--- config.mk ---
export PLATFORM = sky130hd
export DESIGN_NAME = psram_byte_port
export DESIGN_NICKNAME = d
export VERILOG_FILES = /design/src/rtl/psram_byte_port.sv
export SDC_FILE = /design/constraint.sdc
export NUM_CORES = 1
export LEC_CHECK = 0
export ABC_AREA = 1
export BUFFER_PORTS_ARGS = -buffer_cell sky130_fd_sc_hd__clkbuf_2
export CAP_MARGIN = 20
export CORE_MARGIN = 4
export CORE_UTILIZATION = 52
export CTS_CLUSTER_SIZE = 10
export DETAILED_ROUTE_END_ITERATION = 16
export PLACE_DENSITY = 0.89
export SLEW_MARGIN = 20
export SYNTH_ARGS = -nofsm -noshare
export SYNTH_HDL_FRONTEND = slang
export SYNTH_SLANG_ARGS = --single-unit
--- constraint.sdc ---
create_clock -name clk -period 1.65 [get_ports clk]
set_input_delay 0.33 -clock clk [delete_from_list [all_inputs] [get_ports clk]]
set_output_delay 0.33 -clock clk [all_outputs]
set_load 0.05 [all_outputs]
--- src/rtl/psram_byte_port.sv ---
// Byte-wide client port for one channel of the Gowin PSRAM IP (32-bit word interface).
// A one-entry request slot lets the client post a request while the previous one is still running.
module psram_byte_port #(
    parameter int ADDR_W    = 22,
    parameter int IP_ADDR_W = 21,
    parameter int WAIT_CNT  = 14,
    parameter int RD_TMO    = 63
) (
    input  logic                 clk,
    input  logic                 n_reset,
    // Client side: a request is taken on a rising edge where busy=0 and rd|wr=1 (wr wins).
    // A request seen while busy=1 is ignored, and the client holds it until busy drops.
    input  logic                 rd,
    input  logic                 wr,
    input  logic [ADDR_W-1:0]    address,
    input  logic [7:0]           wdata,
    output logic                 busy,
    output logic [7:0]           rdata,
    output logic                 rdata_en,
    output logic                 rd_err,
    // IP side
    input  logic                 ip_init_calib,
    output logic                 ip_cmd,
    output logic                 ip_cmd_en,
    output logic [IP_ADDR_W-1:0] ip_addr,
    output logic [31:0]          ip_wr_data,
    output logic [3:0]           ip_data_mask,
    input  logic [31:0]          ip_rd_data,
    input  logic                 ip_rd_valid,
    output logic [1:0]           dbg_state
);

    typedef enum logic [1:0] {S_INIT, S_IDLE, S_ISSUE, S_WAIT} state_t;

    state_t                 state_q, state_d;
    logic                   slot_valid_q, slot_valid_d;
    logic                   slot_wr_q, slot_wr_d;
    logic [ADDR_W-1:0]      slot_addr_q, slot_addr_d;
    logic [7:0]             slot_wdata_q, slot_wdata_d;
    logic                   eng_wr_q, eng_wr_d;
    logic [1:0]             lane_q, lane_d;
    logic                   cap_q, cap_d;
    logic [7:0]             wait_cnt_q, wait_cnt_d;
    logic [7:0]             tmo_cnt_q, tmo_cnt_d;
    logic [7:0]             rdata_q, rdata_d;
    logic                   rdata_en_q, rdata_en_d;
    logic                   rd_err_q, rd_err_d;
    logic                   ip_cmd_q, ip_cmd_d;
    logic                   ip_cmd_en_q, ip_cmd_en_d;
    logic [IP_ADDR_W-1:0]   ip_addr_q, ip_addr_d;
    logic [31:0]            ip_wr_data_q, ip_wr_data_d;
    logic [3:0]             ip_mask_q, ip_mask_d;
    logic                   accept;
    logic                   wait_done;
    logic                   rd_seen;

    assign busy   = (state_q == S_INIT) || slot_valid_q;
    assign accept = !busy && (rd || wr);
    // The counter starts at issue; the IDLE hop ahead of the next issue uses up its final cycle.
    assign wait_done = (wait_cnt_q <= 8'd1);
    assign rd_seen   = cap_q || ip_rd_valid;

    always_comb begin
        state_d      = state_q;
        slot_valid_d = slot_valid_q;
        slot_wr_d    = slot_wr_q;
        slot_addr_d  = slot_addr_q;
        slot_wdata_d = slot_wdata_q;
        eng_wr_d     = eng_wr_q;
        lane_d       = lane_q;
        cap_d        = cap_q;
        wait_cnt_d   = (wait_cnt_q != 8'd0) ? wait_cnt_q - 8'd1 : 8'd0;
        tmo_cnt_d    = (tmo_cnt_q != 8'd0) ? tmo_cnt_q - 8'd1 : 8'd0;
        rdata_d      = rdata_q;
        rdata_en_d   = 1'b0;
        rd_err_d     = 1'b0;
        ip_cmd_d     = ip_cmd_q;
        ip_cmd_en_d  = 1'b0;
        ip_addr_d    = ip_addr_q;
        ip_wr_data_d = ip_wr_data_q;
        ip_mask_d    = ip_mask_q;

        if (accept) begin
            slot_valid_d = 1'b1;
            slot_wr_d    = wr;
            slot_addr_d  = address;
            slot_wdata_d = wdata;
        end

        case (state_q)
            S_INIT: begin
                if (ip_init_calib) state_d = S_IDLE;
            end
            S_IDLE: begin
                if (slot_valid_q) begin
                    state_d      = S_ISSUE;
                    slot_valid_d = 1'b0;
                    eng_wr_d     = slot_wr_q;
                    lane_d       = slot_addr_q[1:0];
                    cap_d        = 1'b0;
                    ip_cmd_d     = slot_wr_q;
                    ip_cmd_en_d  = 1'b1;
                    ip_addr_d    = IP_ADDR_W'(slot_addr_q[ADDR_W-1:2]);
                    ip_wr_data_d = {4{slot_wdata_q}};
                    ip_mask_d    = slot_wr_q ? ~(4'b0001 << slot_addr_q[1:0]) : 4'b0000;
                    wait_cnt_d   = 8'(WAIT_CNT);
                    tmo_cnt_d    = 8'(RD_TMO);
                end
            end
            S_ISSUE: begin
                state_d   = S_WAIT;
                ip_mask_d = 4'hF;
            end
            S_WAIT: begin
                if (eng_wr_q) begin
                    if (wait_done) state_d = S_IDLE;
                end else begin
                    if (!cap_q && ip_rd_valid) begin
                        cap_d      = 1'b1;
                        rdata_d    = ip_rd_data[{lane_q, 3'b000} +: 8];
                        rdata_en_d = 1'b1;
                    end
                    if (wait_done && rd_seen) begin
                        state_d = S_IDLE;
                    end else if (!rd_seen && tmo_cnt_q == 8'd0) begin
                        rdata_d    = 8'hFF;
                        rdata_en_d = 1'b1;
                        rd_err_d   = 1'b1;
                        state_d    = S_IDLE;
                    end
                end
            end
            default: state_d = S_INIT;
        endcase

        // Losing calibration abandons everything, including a read still in flight.
        if (!ip_init_calib) begin
            state_d      = S_INIT;
            slot_valid_d = 1'b0;
            slot_wr_d    = 1'b0;
            slot_addr_d  = '0;
            slot_wdata_d = 8'h00;
            eng_wr_d     = 1'b0;
            lane_d       = 2'd0;
            cap_d        = 1'b0;
            wait_cnt_d   = 8'd0;
            tmo_cnt_d    = 8'd0;
            rdata_d      = 8'h00;
            rdata_en_d   = 1'b0;
            rd_err_d     = 1'b0;
            ip_cmd_d     = 1'b0;
            ip_cmd_en_d  = 1'b0;
            ip_addr_d    = '0;
            ip_wr_data_d = 32'h0;
            ip_mask_d    = 4'hF;
        end
    end

    always_ff @(posedge clk or negedge n_reset) begin
        if (!n_reset) begin
            state_q      <= S_INIT;
            slot_valid_q <= 1'b0;
            slot_wr_q    <= 1'b0;
            slot_addr_q  <= '0;
            slot_wdata_q <= 8'h00;
            eng_wr_q     <= 1'b0;
            lane_q       <= 2'd0;
            cap_q        <= 1'b0;
            wait_cnt_q   <= 8'd0;
            tmo_cnt_q    <= 8'd0;
            rdata_q      <= 8'h00;
            rdata_en_q   <= 1'b0;
            rd_err_q     <= 1'b0;
            ip_cmd_q     <= 1'b0;
            ip_cmd_en_q  <= 1'b0;
            ip_addr_q    <= '0;
            ip_wr_data_q <= 32'h0;
            ip_mask_q    <= 4'hF;
        end else begin
            state_q      <= state_d;
            slot_valid_q <= slot_valid_d;
            slot_wr_q    <= slot_wr_d;
            slot_addr_q  <= slot_addr_d;
            slot_wdata_q <= slot_wdata_d;
            eng_wr_q     <= eng_wr_d;
            lane_q       <= lane_d;
            cap_q        <= cap_d;
            wait_cnt_q   <= wait_cnt_d;
            tmo_cnt_q    <= tmo_cnt_d;
            rdata_q      <= rdata_d;
            rdata_en_q   <= rdata_en_d;
            rd_err_q     <= rd_err_d;
            ip_cmd_q     <= ip_cmd_d;
            ip_cmd_en_q  <= ip_cmd_en_d;
            ip_addr_q    <= ip_addr_d;
            ip_wr_data_q <= ip_wr_data_d;
            ip_mask_q    <= ip_mask_d;
        end
    end

    assign rdata        = rdata_q;
    assign rdata_en     = rdata_en_q;
    assign rd_err       = rd_err_q;
    assign ip_cmd       = ip_cmd_q;
    assign ip_cmd_en    = ip_cmd_en_q;
    assign ip_addr      = ip_addr_q;
    assign ip_wr_data   = ip_wr_data_q;
    assign ip_data_mask = ip_mask_q;
    assign dbg_state    = state_q;

endmodule
==> impl_metrics.py <==
metrics = {
    "status": {
        "status": "finished clean",
    },
    "floorplan": {
        "io_pins": 140,
        "fp.dieH_um": 102.8,
        "fp.coreArea_um2": 8721,
        "die_area_um2": 10570,
        "initial_core_util_pct": 53.62,
        "chipWidth_um": 102.8,
        "rows": 34,
    },
    "final_layout": {
        "final_util_pct": 63.90,
        "regArea_um2": 2435,
        "layout.nets": 720,
        "fillers": 722,
        "drive_gt1_share_pct": 31.79,
        "n_antenna_cell": 0,
        "final_common_cell": "clkbuf_2",
        "final_cell_mix": "clkbuf_2, dfrtp_1, o21ai_0, nand2_1, inv_1",
        "multi_input_area_um2": 1685,
        "layoutNonFillerInstCount": 756,
        "area_delta_synth_final_pct": 19.19,
        "final_area_um2": 5573,
    },
    "sta": {
        "finalHoldViolations": 0,
        "period_share_pct": 99.76,
        "fin_crit_ps": 1646,
        "timing.fmax_mhz": 607.5,
        "setup_tns_ps": 0,
        "slew_violations": 0,
        "timing.final.ws_setup_ps": 3.979,
        "setup_violations": 0,
        "skew_ps": 13.72,
        "rsz0062_at_grt": "true",
    },
    "setup_path": {
        "cp_common_cell": "inv_2",
        "worstPathArrival_ps": 1320,
        "worstPathCellList": "inv_2, ha_4, nor2_4, inv_2, clkbuf_16",
        "cp-end-kind": "output pin",
        "cp_max_fo": 4,
        "critical-path-slowest-cell": "dfrtp_2",
        "crit_type": "register to output pin",
        "critPathLaunchType": "register",
        "cp.required_ps": 1320,
        "cpPeakStageDelay_ps": 410,
    },
    "route": {
        "viasPerCell": 5.094,
        "drtIter0Drc": 167,
        "vias": 3851,
        "wire_per_inst_um": 14.08,
        "route.detailed.drc": 0,
        "drt-total-wl_mm": 10.65,
        "ant_nets": 0,
        "drtPass1Iterations": 4,
    },
    "place": {
        "place_congestion": 0.8580,
        "port_buffers": 138,
        "dp_cells": 736,
        "post-dp-hpwl_mm": 7.911,
        "post_dp_cell_area_um2": 5274,
        "place_ws_ps": -84.58,
    },
    "logic_synthesis": {
        "synth-seq-cells": 97,
        "synth_nets": 605,
        "syn_area_um2": 4676,
        "synthFlopType": "dfrtp_1",
        "yosysWarnings": 0,
        "synth-edff-count": 0,
        "synth-async-reset-ratio_pct": 100.0,
        "yosysSeqAreaShare_pct": 52.02,
        "syn_area_per_cell_um2": 8.856,
        "syn_inst": 528,
        "yosysUniqueCellTypes": 36,
    },
    "clock_tree": {
        "clock_latency_ps": 360,
        "clk_path_buf_depth": 2,
        "clockRootBuffer": "clkbuf_8",
        "cts_tree": "yes",
        "numCtsBuffers": 9,
        "cts_max_level": 3,
        "clock_sinks": 97,
        "clkTransAtPathRegs_ps": 110,
    },
    "global_routing": {
        "grt.overflow.total": 0,
        "grt_pass1_wl_mm": 16.94,
        "grt_pass1_vias": 3792,
        "grt_use_total_pct": 20.11,
        "antenna_found_initial": 0,
        "grt_max_degree": 63,
    },
    "power_and_ir_drop": {
        "power_density_nw_per_um2": 1430,
        "peakVddDrop_mv": 0.5973,
        "p_leak_nw": 2.899,
    },
    "run": {
        "max_cap_viol_count": 0,
    },
    "min_path": {
        "worstHoldPathType": "input pin to register",
    },
}
layer usage:
metal / global-route usage, % / vias to the layer above / share of wire [%]
met3: 4.601 / 4 / 7.4
met5: 0 / - / 0
li1: - / 1906 / -
met2: 35.60 / 125 / 51
met1: 24.84 / 1816 / 42
met4: 5.378 / 0 / 0.37
cell families after synthesis:
group | count (synthesis) | synth area share (%)
xor+xnor | 9 | 1.686
flops | 97 | 52.02
simple gates | 175 | 16.80
buf+inv | 117 | 12.58
fa+ha+maj | 9 | 2.408
other cells | 1 | 0.08020
compound gates | 120 | 14.42
cell type report:
cell class / count / share of cell area (%)
Sequential cell: 97 / 43.69
Multi-Input combinational cell: 314 / 30.24
Timing Repair Buffer: 151 / 15.04
Inverter: 70 / 4.760
Tap cell: 108 / 2.425
Clock buffer: 9 / 2.223
Clock inverter: 7 / 1.617
worst max-delay path, delay by kind of cell (launching register included):
kind,cells,cell delay (ps)
adder cells (fa/ha/maj),1,160
buffers and inverters,3,280
flip-flops,1,410
AND/OR/NAND/NOR,1,90
per-stage QoR:
stage | hold WS [ps] | power (W)
2_1_floorplan | 34.41 | 0.005472
3_3_place_gp | 235.3 | 0.006033
3_5_place_dp | 237.2 | 0.006189
4_1_cts | 188.5 | 0.007960
5_1_grt | 200.9 | 0.008499
6_report | 200.8 | 0.007967
cell usage after synthesis, types with 4 or more instances:
master | n | area share [%]
inv_2 | 4 | 0.32
nor2_1 | 49 | 3.9
o21ai_0 | 85 | 9.1
dfstp_2 | 4 | 2.2
o21ai_1 | 4 | 0.43
buf_2 | 5 | 0.54
buf_4 | 31 | 5.0
o21ai_2 | 10 | 1.9
xor2_1 | 7 | 1.3
o211ai_1 | 7 | 1.1
a31oi_1 | 5 | 0.67
dfrtp_1 | 93 | 50
a21oi_1 | 4 | 0.43
nand3_1 | 40 | 4.3
ha_1 | 9 | 2.4
inv_1 | 66 | 5.3
nand2_1 | 68 | 5.5
flip-flops by register name, summed over array words and instances, names as in the netlist:
| signal | count |
|---|---|
| ip_wr_data | 8 |
| rdata | 8 |
| slot_valid_q | 1 |
| wait_cnt_q | 8 |
| ip_cmd | 1 |
| tmo_cnt_q | 8 |
| ip_data_mask | 4 |
| cap_q | 1 |
| dbg_state | 2 |
| rd_err | 1 |
| rdata_en | 1 |
| ip_addr | 20 |
| slot_wr_q | 1 |
| slot_addr_q | 22 |
| lane_q | 2 |
| ip_cmd_en | 1 |
| slot_wdata_q | 8 |
report_power, final:
group | leakage [nW] | switching, W | internal, W
clock network | 0.106 | 0.000864 | 0.000734
registers | 1.29 | 0.000277 | 0.00287
logic | 1.50 | 0.00221 | 0.00101
repair_timing:
item,in CTS,in global routing
hold buffers,1,0
gates resized for setup,11,3
buffers inserted,1,2
hold endpoints to repair,16,0
pin swaps,2,1
setup endpoints to repair,29,27
worst paths after layout:
path	start	slack, ps	endpoint	depth (start not counted)
setup / recovery	dbg_state[0]$_DFFE_PN0P_	4	busy	5
hold / removal	wdata[7]	200	slot_wdata_q[7]$_DFFE_PN0P_	3
setup reg to reg	wait_cnt_q[0]$_DFF_PN0_	130	dbg_state[1]$_DFFE_PN0P_	9
hold reg to reg	wait_cnt_q[0]$_DFF_PN0_	480	wait_cnt_q[0]$_DFF_PN0_	1
max in group asynchronous	n_reset	570	dbg_state[1]$_DFFE_PN0P_	3
min in group asynchronous	n_reset	400	ip_wr_data[27]$_DFFE_PN0P_	2
Power figures use the tool's default switching activity.
